File: config.mk
export PLATFORM = sky130hd
export DESIGN_NAME = adder_rr_scheduler
export DESIGN_NICKNAME = d
export VERILOG_FILES = /design/src/rtl/adder_rr_scheduler.sv
export SDC_FILE = /design/constraint.sdc
export NUM_CORES = 1
export LEC_CHECK = 0
export BUFFER_PORTS_ARGS = -buffer_cell sky130_fd_sc_hd__buf_2
export CAP_MARGIN = 30
export CORE_AREA = 2 2 157 159
export CTS_CLUSTER_SIZE = 24
export DETAILED_ROUTE_END_ITERATION = 12
export DIE_AREA = 0 0 159 161
export PLACE_DENSITY = 0.62
export SLEW_MARGIN = 20
export SYNTH_ARGS = -nofsm -noshare
export SYNTH_HDL_FRONTEND = slang
export SYNTH_SLANG_ARGS = --single-unit
File: constraint.sdc
create_clock -name clk -period 2.2 [get_ports clk]
set_input_delay 0.33 -clock clk [delete_from_list [all_inputs] [get_ports clk]]
set_output_delay 0.33 -clock clk [all_outputs]
set_load 0.03 [all_outputs]
File: src/rtl/adder_rr_scheduler.sv
// Round-robin scheduler sharing one fixed-latency pipelined adder among NREQ requesters.
// Optional per-requester grant counters are enabled by defining ADD_SCHED_STATS_EN.
module adder_rr_scheduler #(
  parameter int NREQ  = 4,
  parameter int WIDTH = 32,
  parameter int LAT   = 2
) (
  input  logic                  clk,
  input  logic                  rst_n,
  input  logic                  en,
  input  logic                  flush,
  input  logic [NREQ-1:0]       req_valid,
  output logic [NREQ-1:0]       req_ready,
  input  logic [NREQ*WIDTH-1:0] req_a,
  input  logic [NREQ*WIDTH-1:0] req_b,
  output logic [WIDTH-1:0]      add_a,
  output logic [WIDTH-1:0]      add_b,
  input  logic [WIDTH-1:0]      add_sum,
  input  logic                  add_cout,
  output logic [NREQ-1:0]       rsp_valid,
  output logic [WIDTH-1:0]      rsp_sum,
  output logic                  rsp_cout,
  output logic [3:0]            inflight,
  output logic                  idle
`ifdef ADD_SCHED_STATS_EN
  ,
  output logic [NREQ*16-1:0]    stat_grants
`endif
);

  localparam int PTR_W  = $clog2(NREQ);
  localparam int STAGES = LAT + 1;

  function automatic logic [PTR_W-1:0] wrap_idx(input logic [PTR_W-1:0] base, input int off);
    return PTR_W'((int'(base) + off) % NREQ);
  endfunction

  function automatic logic [NREQ-1:0] onehot(input logic [PTR_W-1:0] id);
    logic [NREQ-1:0] v;
    v     = '0;
    v[id] = 1'b1;
    return v;
  endfunction

  function automatic logic [PTR_W-1:0] next_ptr(input logic [PTR_W-1:0] id);
    return (id == PTR_W'(NREQ - 1)) ? '0 : id + PTR_W'(1);
  endfunction

  logic [PTR_W-1:0] rr_ptr_r;
  logic             found_s;
  logic [PTR_W-1:0] gnt_id_s;
  logic             grant_s;
  logic             capture_s;
  logic [WIDTH-1:0] sel_a_s;
  logic [WIDTH-1:0] sel_b_s;

  logic [WIDTH-1:0] add_a_r;
  logic [WIDTH-1:0] add_b_r;
  logic [STAGES-1:0] tag_vld_r;
  logic [PTR_W-1:0]  tag_id_r [STAGES];
  logic [NREQ-1:0]   rsp_valid_r;
  logic [WIDTH-1:0]  rsp_sum_r;
  logic              rsp_cout_r;
  logic [3:0]        inflight_r;

  // Search downward so the entry closest to rr_ptr wins without a found-flag chain.
  always_comb begin
    found_s  = 1'b0;
    gnt_id_s = '0;
    for (int k = NREQ - 1; k >= 0; k--) begin
      found_s  = found_s | req_valid[wrap_idx(rr_ptr_r, k)];
      gnt_id_s = req_valid[wrap_idx(rr_ptr_r, k)] ? wrap_idx(rr_ptr_r, k) : gnt_id_s;
    end
  end

  // Grant qualification and the ready one-hot; no grant while reset is held.
  always_comb begin
    grant_s = rst_n & en & ~flush & found_s;
    if (grant_s) begin
      req_ready = onehot(gnt_id_s);
    end else begin
      req_ready = '0;
    end
  end

  // Operand select for the granted requester.
  always_comb begin
    sel_a_s = req_a[int'(gnt_id_s)*WIDTH +: WIDTH];
    sel_b_s = req_b[int'(gnt_id_s)*WIDTH +: WIDTH];
  end

  assign capture_s = tag_vld_r[LAT] & ~flush;

  // Round-robin pointer advances past the winner only on a grant.
  always_ff @(posedge clk or negedge rst_n) begin
    if (!rst_n) begin
      rr_ptr_r <= '0;
    end else if (grant_s) begin
      rr_ptr_r <= next_ptr(gnt_id_s);
    end
  end

  // Operand registers feeding the shared adder.
  always_ff @(posedge clk or negedge rst_n) begin
    if (!rst_n) begin
      add_a_r <= '0;
      add_b_r <= '0;
    end else if (grant_s) begin
      add_a_r <= sel_a_s;
      add_b_r <= sel_b_s;
    end
  end

  // Tag valid bits; flush drops every in-flight op.
  always_ff @(posedge clk or negedge rst_n) begin
    if (!rst_n) begin
      tag_vld_r <= '0;
    end else if (flush) begin
      tag_vld_r <= '0;
    end else begin
      tag_vld_r <= {tag_vld_r[STAGES-2:0], grant_s};
    end
  end

  // Tag requester ids travel alongside the valid bits.
  always_ff @(posedge clk or negedge rst_n) begin
    if (!rst_n) begin
      for (int s = 0; s < STAGES; s++) begin
        tag_id_r[s] <= '0;
      end
    end else begin
      tag_id_r[0] <= gnt_id_s;
      for (int s = 1; s < STAGES; s++) begin
        tag_id_r[s] <= tag_id_r[s-1];
      end
    end
  end

  // Response capture: the last tag stage lines up with the adder result.
  always_ff @(posedge clk or negedge rst_n) begin
    if (!rst_n) begin
      rsp_valid_r <= '0;
      rsp_sum_r   <= '0;
      rsp_cout_r  <= 1'b0;
    end else if (capture_s) begin
      rsp_valid_r <= onehot(tag_id_r[LAT]);
      rsp_sum_r   <= add_sum;
      rsp_cout_r  <= add_cout;
    end else begin
      rsp_valid_r <= '0;
    end
  end

  // Occupancy counts an op from grant until its result is captured.
  always_ff @(posedge clk or negedge rst_n) begin
    if (!rst_n) begin
      inflight_r <= 4'd0;
    end else if (flush) begin
      inflight_r <= 4'd0;
    end else begin
      case ({grant_s, capture_s})
        2'b10:   inflight_r <= inflight_r + 4'd1;
        2'b01:   inflight_r <= inflight_r - 4'd1;
        default: inflight_r <= inflight_r;
      endcase
    end
  end

  assign add_a     = add_a_r;
  assign add_b     = add_b_r;
  assign rsp_valid = rsp_valid_r;
  assign rsp_sum   = rsp_sum_r;
  assign rsp_cout  = rsp_cout_r;
  assign inflight  = inflight_r;
  assign idle      = (inflight_r == 4'd0) && (req_valid == '0);

`ifdef ADD_SCHED_STATS_EN
  function automatic logic [15:0] sat_inc16(input logic [15:0] v);
    return (v == 16'hFFFF) ? v : v + 16'd1;
  endfunction

  logic [15:0] grant_cnt_r [NREQ];

  // Saturating grant counters; only reset clears them.
  always_ff @(posedge clk or negedge rst_n) begin
    if (!rst_n) begin
      for (int i = 0; i < NREQ; i++) begin
        grant_cnt_r[i] <= 16'd0;
      end
    end else if (grant_s) begin
      grant_cnt_r[gnt_id_s] <= sat_inc16(grant_cnt_r[gnt_id_s]);
    end
  end

  // Pack the counters onto the flat output.
  always_comb begin
    stat_grants = '0;
    for (int i = 0; i < NREQ; i++) begin
      stat_grants[i*16 +: 16] = grant_cnt_r[i];
    end
  end
`endif

endmodule
==> results.sh, run 1 <==
export IMPL_status="finished with violations"
export IMPL_violations="negative setup slack"
export IMPL_drive_above_1_share=0.492
export IMPL_peakVddDrop_uv=493
export IMPL_postSynthAreaPerCell_um2=9.95
export IMPL_yosys_warnings=0
export IMPL_io_buffers=406
export IMPL_final_period_utilization=1.01
export IMPL_drc=0
export IMPL_clock_path_buffers=2
export IMPL_clk_pin_slew_ns=0.07
export IMPL_rsz0062_at_grt="true"
export IMPL_cts_sinks=116
export IMPL_clk_latency_ns=0.42
export IMPL_worstPathRequired_ns=1.87
export IMPL_cts_root_buf="clkbuf_16"
export IMPL_ys_seq_area_frac=0.441
export IMPL_ys_seq_elements=116
export IMPL_drt_total_wl_mm=24.6
export IMPL_dieArea_um2=25600
export IMPL_vias_per_cell=4.88
export IMPL_fill_cells=2399
export IMPL_met3_usage=0.0442
export IMPL_p_leak_nw=4.99
export IMPL_top_usage_layer="met2"
export IMPL_multi_input_area_um2=3460
export IMPL_place_congestion=0.843
export IMPL_die_w_um=159
export IMPL_cp_start_kind="flip-flop"
export IMPL_crit_path_end_kind="primary output"
export IMPL_crit_type="reg -> out"
export IMPL_cp_arrival_ns=1.88
export IMPL_syn2layout_area_growth_pct=49.7
export IMPL_skew_ns=0.0120
export IMPL_drt_iter0_markers=386
export IMPL_wire_per_inst_um=17.5
export IMPL_io_pin_count=407
export IMPL_finalWorstSetupSlack_ns=-0.0122
export IMPL_ff_latch_area_um2=2910
export IMPL_finalCriticalPeriod_ns=2.21
export IMPL_antenna_found_initial=0
export IMPL_h_tree_depth=4
export IMPL_synth_nets=964
export IMPL_overflow=0
export IMPL_grt_max_degree=117
export IMPL_use_met1=0.222
export IMPL_hp_class="in -> async"
export IMPL_initial_core_util=0.274
export IMPL_ant_nets=0
export IMPL_finalNonFillerCells=1400
export IMPL_n_antenna_cell=0
export IMPL_cts_tree="done"
export IMPL_synthDistinctLibCells=40
export IMPL_placedCellCount=1363
export IMPL_drtPass1Iterations=5
export IMPL_setup_viol=3
export IMPL_drv_slew=0
export IMPL_powerDensity_nw_per_um2=1080
export IMPL_dieHeight_um=161
export IMPL_vias=6830
export IMPL_grt_pass1_wl_mm=37.6
export IMPL_syn_area_um2=6580
export IMPL_synth_cells=661
export IMPL_core_area_um2=24000
export IMPL_row_count=57
export IMPL_critPathMaxFanout=6
export IMPL_grt_usage=0.187
export IMPL_dp_hpwl_mm=17.4
export IMPL_cts_buffers=17
export IMPL_fin_nets=1366
export IMPL_grt_pass1_vias=7013
export IMPL_worst_slew_pin_transition_ns=0.648
export IMPL_fin_util=0.411
export IMPL_slew_headroom=0.568
export IMPL_fmax_mhz=452
export IMPL_use_met2=0.322
export IMPL_hold_viol_final=0
export IMPL_drv_cap=0
[routing by layer]
metal	vias up	wire length (µm)
li1	3224	-
met1	3240	9910
met2	322	12200
met3	44	1550
met4	0	913
met5	-	0
[final cells by class]
type / instances / area share
Inverter: 3 / 0.00165
Timing Repair Buffer: 441 / 0.252
Clock buffer: 17 / 0.0432
Tap cell: 324 / 0.0412
Multi-Input combinational cell: 484 / 0.351
Clock inverter: 15 / 0.0155
Sequential cell: 116 / 0.295
[cells in the final DEF (no fill, tap or decap), types with 3 or more instances in the layout]
| cell | Yosys | routed |
|---|---|---|
| o211ai_1 | 65 | 65 |
| clkbuf_16 | 0 | 17 |
| buf_2 | 16 | 401 |
| and2_1 | 5 | 3 |
| inv_6 | 0 | 5 |
| a21o_1 | 65 | 64 |
| inv_8 | 0 | 6 |
| ha_1 | 6 | 5 |
| buf_12 | 0 | 12 |
| dfrtp_1 | 116 | 114 |
| buf_6 | 7 | 4 |
| nand2_1 | 72 | 70 |
| xor2_1 | 4 | 4 |
| nand3_1 | 64 | 64 |
| nor2_1 | 10 | 10 |
| buf_4 | 5 | 23 |
| mux2_2 | 33 | 33 |
| o21ai_0 | 66 | 66 |
| mux2i_1 | 67 | 67 |
[Yosys cell counts (all sizes together)]
cell type / number / area, µm²
nand3: 65 / 338
mux2i: 67 / 671
and2: 5 / 31.3
or4: 2 / 18.8
mux2: 33 / 372
a21oi: 1 / 5.00
or3b: 1 / 8.76
ha: 6 / 75.1
a31oi: 1 / 6.26
nor3b: 2 / 15.0
or2: 1 / 6.26
a211oi: 2 / 15.0
and3: 1 / 6.26
inv: 3 / 11.3
o31ai: 1 / 7.51
clkbuf: 26 / 97.6
a21o: 65 / 488
o21ai: 66 / 330
a21boi: 1 / 7.51
o211ai: 65 / 488
xor2: 4 / 35.0
dfrtp: 116 / 2900
nand3b: 1 / 7.51
buf: 32 / 211
nand4b: 1 / 23.8
nand2b: 2 / 12.5
nor2b: 3 / 18.8
o2bb2ai: 1 / 8.76
or3: 1 / 6.26
and3b: 2 / 17.5
a2111oi: 1 / 10.0
nor2: 10 / 37.5
nand2: 72 / 270
a2bb2oi: 1 / 15.0
[worst paths after layout]
path	slack [ns]	start	depth (start not counted)	endpoint
setup reg to reg	0.16	rr_ptr_r[1]	10	add_b[9]
hold reg to reg	0.35	tag_id_r[5]	0	tag_id_r[3]
min in group clk	0.14	add_sum[1]	2	rsp_sum[1]
setup / recovery	-0.01	rr_ptr_r[1]	7	req_ready[1]
max in group asynchronous	1.64	rst_n	2	add_b[15]
hold / removal	0.08	rst_n	2	add_a[25]
[critical path, cell delays in order, from the launching register on]
cell and delay [ns]:
dfrtp_2 0.46, nand2b_4 0.18, a21o_4 0.24, nand2_4 0.08, inv_4 0.05, ha_1 0.18, and2_1 0.14, buf_6 0.14
[stage by stage]
step	hold WS (ns)	instance area, µm²	TNS [ns]	setup slack [ns]	total power, mW
6_report	0.0776	9840	-0.0178	-0.0122	10.7
5_1_grt	0.115	9840	-0.362	-0.0971	11.3
4_1_cts	0.103	9830	-0.145	-0.0399	10.8
3_5_place_dp	0.335	9140	-0.171	-0.121	7.84
3_3_place_gp	0.333	9140	-0.0877	-0.0867	7.79
2_1_floorplan	0.0344	6580	0	0.0223	6.05
[repair_timing]
item,CTS,global route
pin swaps,5,2
setup endpoints to repair,4,5
buffers inserted,5,0
hold buffers,0,0
gates resized for setup,22,3
gates cloned,0,0
[logic make-up (layout without fill, tap and decap cells)]
kind of cell               count (synthesis)  after routing  share of synthesized area
and+or+nand+nor                          169            169                      0.124
xor gates and xnor gates                   4              4                    0.00533
buffers and inverters                     61            476                     0.0487
AOI/OAI and AO/OA                        205            205                      0.210
DFF                                      116            116                      0.441
adders and majority gates                  6              6                     0.0114
muxes                                    100            100                      0.159
[sequential cells by signal, indices dropped and copies added, names as in the netlist]
| name | count |
|---|---|
| rsp_sum | 32 |
| inflight | 4 |
| rsp_valid | 4 |
| rr_ptr_r | 2 |
| tag_id_r | 6 |
| tag_vld_r | 3 |
| add_b | 32 |
| rsp_cout | 1 |
| add_a | 32 |
[where the power goes]
group	switching, mW	leakage, nW	internal, mW
Clock	1.23	0.284	1.52
Combinational	3.02	3.23	1.74
Sequential	0.372	1.47	2.78
Power figures use the tool's default switching activity.
==> run 2, diff against run 1 <==
--- a/config.mk
+++ b/config.mk
@@ -11,6 +11,7 @@
 export CTS_CLUSTER_SIZE = 24
 export DETAILED_ROUTE_END_ITERATION = 12
 export DIE_AREA = 0 0 159 161
+export GPL_TIMING_DRIVEN = 0
 export PLACE_DENSITY = 0.62
 export SLEW_MARGIN = 20
 export SYNTH_ARGS = -nofsm -noshare
==> results.sh, run 2 (synthesized netlist as in run 1, its figures left out) <==
export IMPL_p_leak_nw=5.01
export IMPL_antenna_found_initial=0
export IMPL_drtPass1Iterations=5
export IMPL_crit_path_end_kind="primary output"
export IMPL_peakVddDrop_uv=527
export IMPL_final_period_utilization=1.05
export IMPL_syn2layout_area_growth_pct=51.1
export IMPL_drv_slew=0
export IMPL_final_common_cell="buf_2"
export IMPL_hp_class="in -> async"
export IMPL_cts_tree="done"
export IMPL_h_tree_depth=4
export IMPL_grt_max_degree=77
export IMPL_core_area_um2=24000
export IMPL_p_int_mw=5.95
export IMPL_swShare=0.437
export IMPL_cp_start_kind="flip-flop"
export IMPL_cts_sinks=116
export IMPL_vias=6956
export IMPL_place_congestion=0.834
export IMPL_critPathMaxFanout=4
export IMPL_violations="negative hold slack, negative setup slack"
export IMPL_ctsHoldBuffers=3
export IMPL_worst_slew_pin_transition_ns=0.914
export IMPL_vias_per_cell=4.83
export IMPL_drv_cap=0
export IMPL_drive_above_1_share=0.487
export IMPL_io_pin_count=407
export IMPL_initial_core_util=0.274
export IMPL_clk_pin_slew_ns=0.07
export IMPL_grt_pass1_wl_mm=39.6
export IMPL_powerDensity_nw_per_um2=1060
export IMPL_fill_cells=2414
export IMPL_fmax_mhz=431
export IMPL_dp_hpwl_mm=19.7
export IMPL_ant_nets=0
export IMPL_clock_path_buffers=2
export IMPL_p_sw_mw=4.61
export IMPL_seqPwrFrac=0.297
export IMPL_dieHeight_um=161
export IMPL_n_antenna_cell=0
export IMPL_cp_arrival_ns=1.99
export IMPL_p_comb_frac=0.450
export IMPL_grt_usage=0.199
export IMPL_rsz0062_at_grt="true"
export IMPL_finalCriticalPeriod_ns=2.32
export IMPL_wire_per_inst_um=18.2
export IMPL_hold_viol_final=74
export IMPL_final_cell_mix="buf_2 (416), dfrtp_1 (113), nand2_1 (71), o21ai_0 (66), mux2i_1 (66)"
export IMPL_cts_root_buf="clkbuf_16"
export IMPL_worstPathRequired_ns=1.87
export IMPL_pwr_share_clk=0.252
export IMPL_drt_iter0_markers=449
export IMPL_finalWorstSetupSlack_ns=-0.119
export IMPL_ff_latch_area_um2=2910
export IMPL_io_buffers=406
export IMPL_skew_ns=0.00863
export IMPL_row_count=57
export IMPL_fin_nets=1405
export IMPL_clk_latency_ns=0.41
export IMPL_status="finished with violations"
export IMPL_fin_util=0.414
export IMPL_dieArea_um2=25600
export IMPL_power_mw=10.6
export IMPL_grt_pass1_vias=7045
export IMPL_setup_viol=10
export IMPL_overflow=0
export IMPL_multi_input_area_um2=3450
export IMPL_drt_total_wl_mm=26.1
export IMPL_cts_buffers=17
export IMPL_drc=0
export IMPL_holdWs_ns=-0.0880
export IMPL_slew_headroom=0.387
export IMPL_crit_type="reg -> out"
export IMPL_die_w_um=159
run 2: cell count changes in the layout (fill, tap and decap cells not counted), moves of 4 or more:
cell / previous run / this run
clkbuf_1: 0 / 24
buf_2: 401 / 416
buf_12: 12 / 2
buf_6: 4 / 13
buf_4: 23 / 15
buf_1: 0 / 4
run 2: final cells by class:
| type | instances | share of cell area |
|---|---|---|
| plain buffers | 57 | 0.0336 |
| clock buffers | 17 | 0.0428 |
| clock inverters | 15 | 0.0134 |
| inverters | 3 | 0.00139 |
| multi-input cells | 484 | 0.347 |
| flip-flops and latches | 116 | 0.293 |
| well taps | 324 | 0.0408 |
| repair buffers | 423 | 0.228 |
run 2: per-layer routing:
| metal | track usage | routed length, µm | vias up |
|---|---|---|---|
| li1 | - | - | 3310 |
| met1 | 0.242 | 10900 | 3312 |
| met2 | 0.348 | 13100 | 292 |
| met3 | 0.0434 | 1440 | 42 |
| met4 | 0.0740 | 687 | 0 |
| met5 | 0 | 0 | - |
run 2: through the flow:
stage                     cell area [µm²]  instances  setup slack [ns]  hold WS [ns]  TNS (ns)
after floorplan                      6580        661            0.0223        0.0344         0
after global placement               9010       1391             -2.07         0.334   -244.86
after detailed placement             9070       1393            -0.513         0.281    -31.17
after CTS                            9890       1436            -0.129       -0.0746     -2.82
after global routing                 9930       1439            -0.203       -0.0700     -6.90
final                                9930       1439            -0.119       -0.0880    -0.520
run 2: worst paths after layout:
kind	start	end	slack (ns)	depth (start not counted)
max in group asynchronous	rst_n	add_b[31]	1.37	4
setup / recovery	rr_ptr_r[1]	req_ready[3]	-0.12	8
hold reg to reg	tag_id_r[3]	tag_id_r[1]	0.35	0
min in group clk	add_sum[23]	rsp_sum[23]	0.15	2
hold / removal	rst_n	add_a[26]	-0.09	2
setup reg to reg	rr_ptr_r[1]	add_a[22]	-0.04	6
run 2: worst max-delay path: stages, from the launching register on:
cell      delay, ns
dfrtp_2        0.44
buf_6          0.13
buf_4          0.13
a211oi_2       0.21
or2_4          0.20
inv_4          0.05
ha_4           0.15
and2_4         0.13
buf_6          0.13
run 2: timing repair:
action                                  4_1_cts  5_1_grt
setup buffers                                 9        3
endpoints found under the hold margin        42       74
endpoints found under the setup margin       66       66
gates resized for setup                      38        4
pin swaps                                     7        3
run 2: power by group through the flow:
stage | combinational [mW] | sequential [mW] | clock, mW
global route | 5.10 | 3.23 | 2.83
floorplan | 1.72 | 4.33 | 0
global placement | 4.50 | 3.13 | 0
detailed placement | 4.55 | 3.16 | 0
finish | 4.76 | 3.14 | 2.66
CTS | 4.78 | 3.14 | 2.74
==> run 3, diff against run 2 <==
--- a/config.mk
+++ b/config.mk
@@ -13,6 +13,7 @@
 export DIE_AREA = 0 0 159 161
 export GPL_TIMING_DRIVEN = 0
 export PLACE_DENSITY = 0.62
+export RECOVER_POWER = 100
 export SLEW_MARGIN = 20
 export SYNTH_ARGS = -nofsm -noshare
 export SYNTH_HDL_FRONTEND = slang
==> results.sh, run 3 (synthesized netlist as in run 1, its figures left out) <==
export IMPL_grt_pass1_vias=7045
export IMPL_peakVddDrop_uv=512
export IMPL_fin_nets=1405
export IMPL_drc=0
export IMPL_p_sw_mw=4.62
export IMPL_fmax_mhz=431
export IMPL_clk_pin_slew_ns=0.06
export IMPL_hp_class="in -> async"
export IMPL_final_period_utilization=1.06
export IMPL_drv_slew=0
export IMPL_drt_iter0_markers=454
export IMPL_dpl_cell_area_um2=9070
export IMPL_row_count=57
export IMPL_ff_latch_area_um2=2910
export IMPL_ant_nets=0
export IMPL_worstPathRequired_ns=1.87
export IMPL_critPathMaxFanout=4
export IMPL_setup_viol=10
export IMPL_grt_usage=0.199
export IMPL_cts_sinks=116
export IMPL_final_common_cell="buf_2"
export IMPL_core_area_um2=24000
export IMPL_pwr_share_clk=0.256
export IMPL_vias_per_cell=4.83
export IMPL_dieArea_um2=25600
export IMPL_drt_total_wl_mm=26.2
export IMPL_grt_pass1_wl_mm=39.6
export IMPL_hold_viol_final=0
export IMPL_swShare=0.445
export IMPL_h_tree_depth=4
export IMPL_finalWorstSetupSlack_ns=-0.123
export IMPL_die_w_um=159
export IMPL_powerDensity_nw_per_um2=1070
export IMPL_crit_type="reg -> out"
export IMPL_io_buffers=406
export IMPL_initial_core_util=0.274
export IMPL_cp_start_kind="flip-flop"
export IMPL_dp_hpwl_mm=19.7
export IMPL_status="finished with violations"
export IMPL_cts_buffers=17
export IMPL_clock_path_buffers=2
export IMPL_finalCriticalPeriod_ns=2.32
export IMPL_rsz0062_at_grt="true"
export IMPL_grt_max_degree=77
export IMPL_final_cell_mix="buf_2 (309), clkbuf_1 (133), dfrtp_1 (113), nand2_1 (71)"
export IMPL_skew_ns=0.00658
export IMPL_n_antenna_cell=0
export IMPL_cp_arrival_ns=1.99
export IMPL_p_comb_frac=0.440
export IMPL_antenna_found_initial=0
export IMPL_seqPwrFrac=0.304
export IMPL_syn2layout_area_growth_pct=48.1
export IMPL_violations="negative setup slack"
export IMPL_cts_tree="done"
export IMPL_dieHeight_um=161
export IMPL_post_place_ws_ns=-0.513
export IMPL_drv_cap=0
export IMPL_fill_cells=2477
export IMPL_place_congestion=0.834
export IMPL_drtPass1Iterations=6
export IMPL_multi_input_area_um2=3440
export IMPL_io_pin_count=407
export IMPL_clk_latency_ns=0.41
export IMPL_finish_instance_area_um2=9740
export IMPL_crit_path_end_kind="primary output"
export IMPL_drive_above_1_share=0.387
export IMPL_cts_root_buf="clkbuf_16"
export IMPL_p_leak_nw=4.61
export IMPL_ctsHoldBuffers=3
export IMPL_p_int_mw=5.77
export IMPL_worst_slew_pin_transition_ns=1.12
export IMPL_vias=6954
export IMPL_slew_headroom=0.255
export IMPL_wire_per_inst_um=18.2
export IMPL_overflow=0
run 3: cell count changes in the layout (fill, tap and decap cells not counted), sizes merged:
cell / before / now
clkdlybuf4s25: 0 / 1
buf: 454 / 343
clkbuf: 42 / 152
run 3: power by group through the flow:
| stage | clock network, mW | logic [mW] | registers [mW] |
|---|---|---|---|
| finish | 2.66 | 4.57 | 3.16 |
| global route | 2.83 | 4.92 | 3.24 |
| CTS | 2.74 | 4.78 | 3.14 |
| detailed placement | 0 | 4.55 | 3.16 |
| global placement | 0 | 4.50 | 3.13 |
| floorplan | 0 | 1.72 | 4.33 |
run 3: critical path, cell delays in order, from the launching register on:
cell and delay, ns:
dfrtp_2 0.44, buf_6 0.14, buf_4 0.13, a211oi_2 0.21, or2_4 0.20, inv_4 0.05
ha_4 0.15, and2_4 0.13, buf_6 0.13
run 3: final timing paths:
| kind | start | endpoint | cells past startpoint | slack (ns) |
|---|---|---|---|---|
| worst max-delay path | rr_ptr_r[1] | req_ready[3] | 8 | -0.12 |
| worst min-delay path | rst_n | add_a[26] | 2 | 0.06 |
| worst max register to register | rr_ptr_r[1] | add_a[19] | 6 | -0.03 |
| worst min register to register | tag_id_r[3] | tag_id_r[1] | 0 | 0.35 |
| max in group asynchronous | rst_n | add_b[31] | 4 | 0.33 |
| min in group clk | add_sum[23] | rsp_sum[23] | 2 | 0.14 |
run 3: timing repair:
| action | in CTS | in global routing |
|---|---|---|
| hold endpoints to repair | 42 | 74 |
| setup endpoints to repair | 66 | 66 |
| pin swaps | 7 | 3 |
| cloned | 0 | 0 |
| gates resized for setup | 38 | 4 |
| setup buffers | 9 | 3 |
run 3: final cells by class:
class	count	share of cell area
clock inverters	15	0.0136
flip-flops and latches	116	0.298
plain buffers	57	0.0340
inverters	3	0.00141
clock buffers	17	0.0437
multi-input cells	484	0.354
well taps	324	0.0416
repair buffers	423	0.214
run 3: through the flow:
stage                util  hold slack, ns  total power, mW  cells  TNS [ns]
floorplan               -          0.0344             6.05    661         0
global placement    0.376           0.334             7.63   1391   -244.86
detailed placement  0.378           0.281             7.71   1393    -31.17
CTS                 0.413         -0.0746             10.7   1436     -2.82
global route        0.406          0.0839             11.0   1439     -6.98
finish              0.406          0.0616             10.4   1439    -0.572
run 3: metal layers:
layer | up-vias | track usage | share of wire
met1 | 3301 | 0.242 | 0.41
li1 | 3309 | - | -
met5 | - | 0 | 0
met3 | 46 | 0.0434 | 0.061
met2 | 298 | 0.348 | 0.50
met4 | 0 | 0.0740 | 0.028
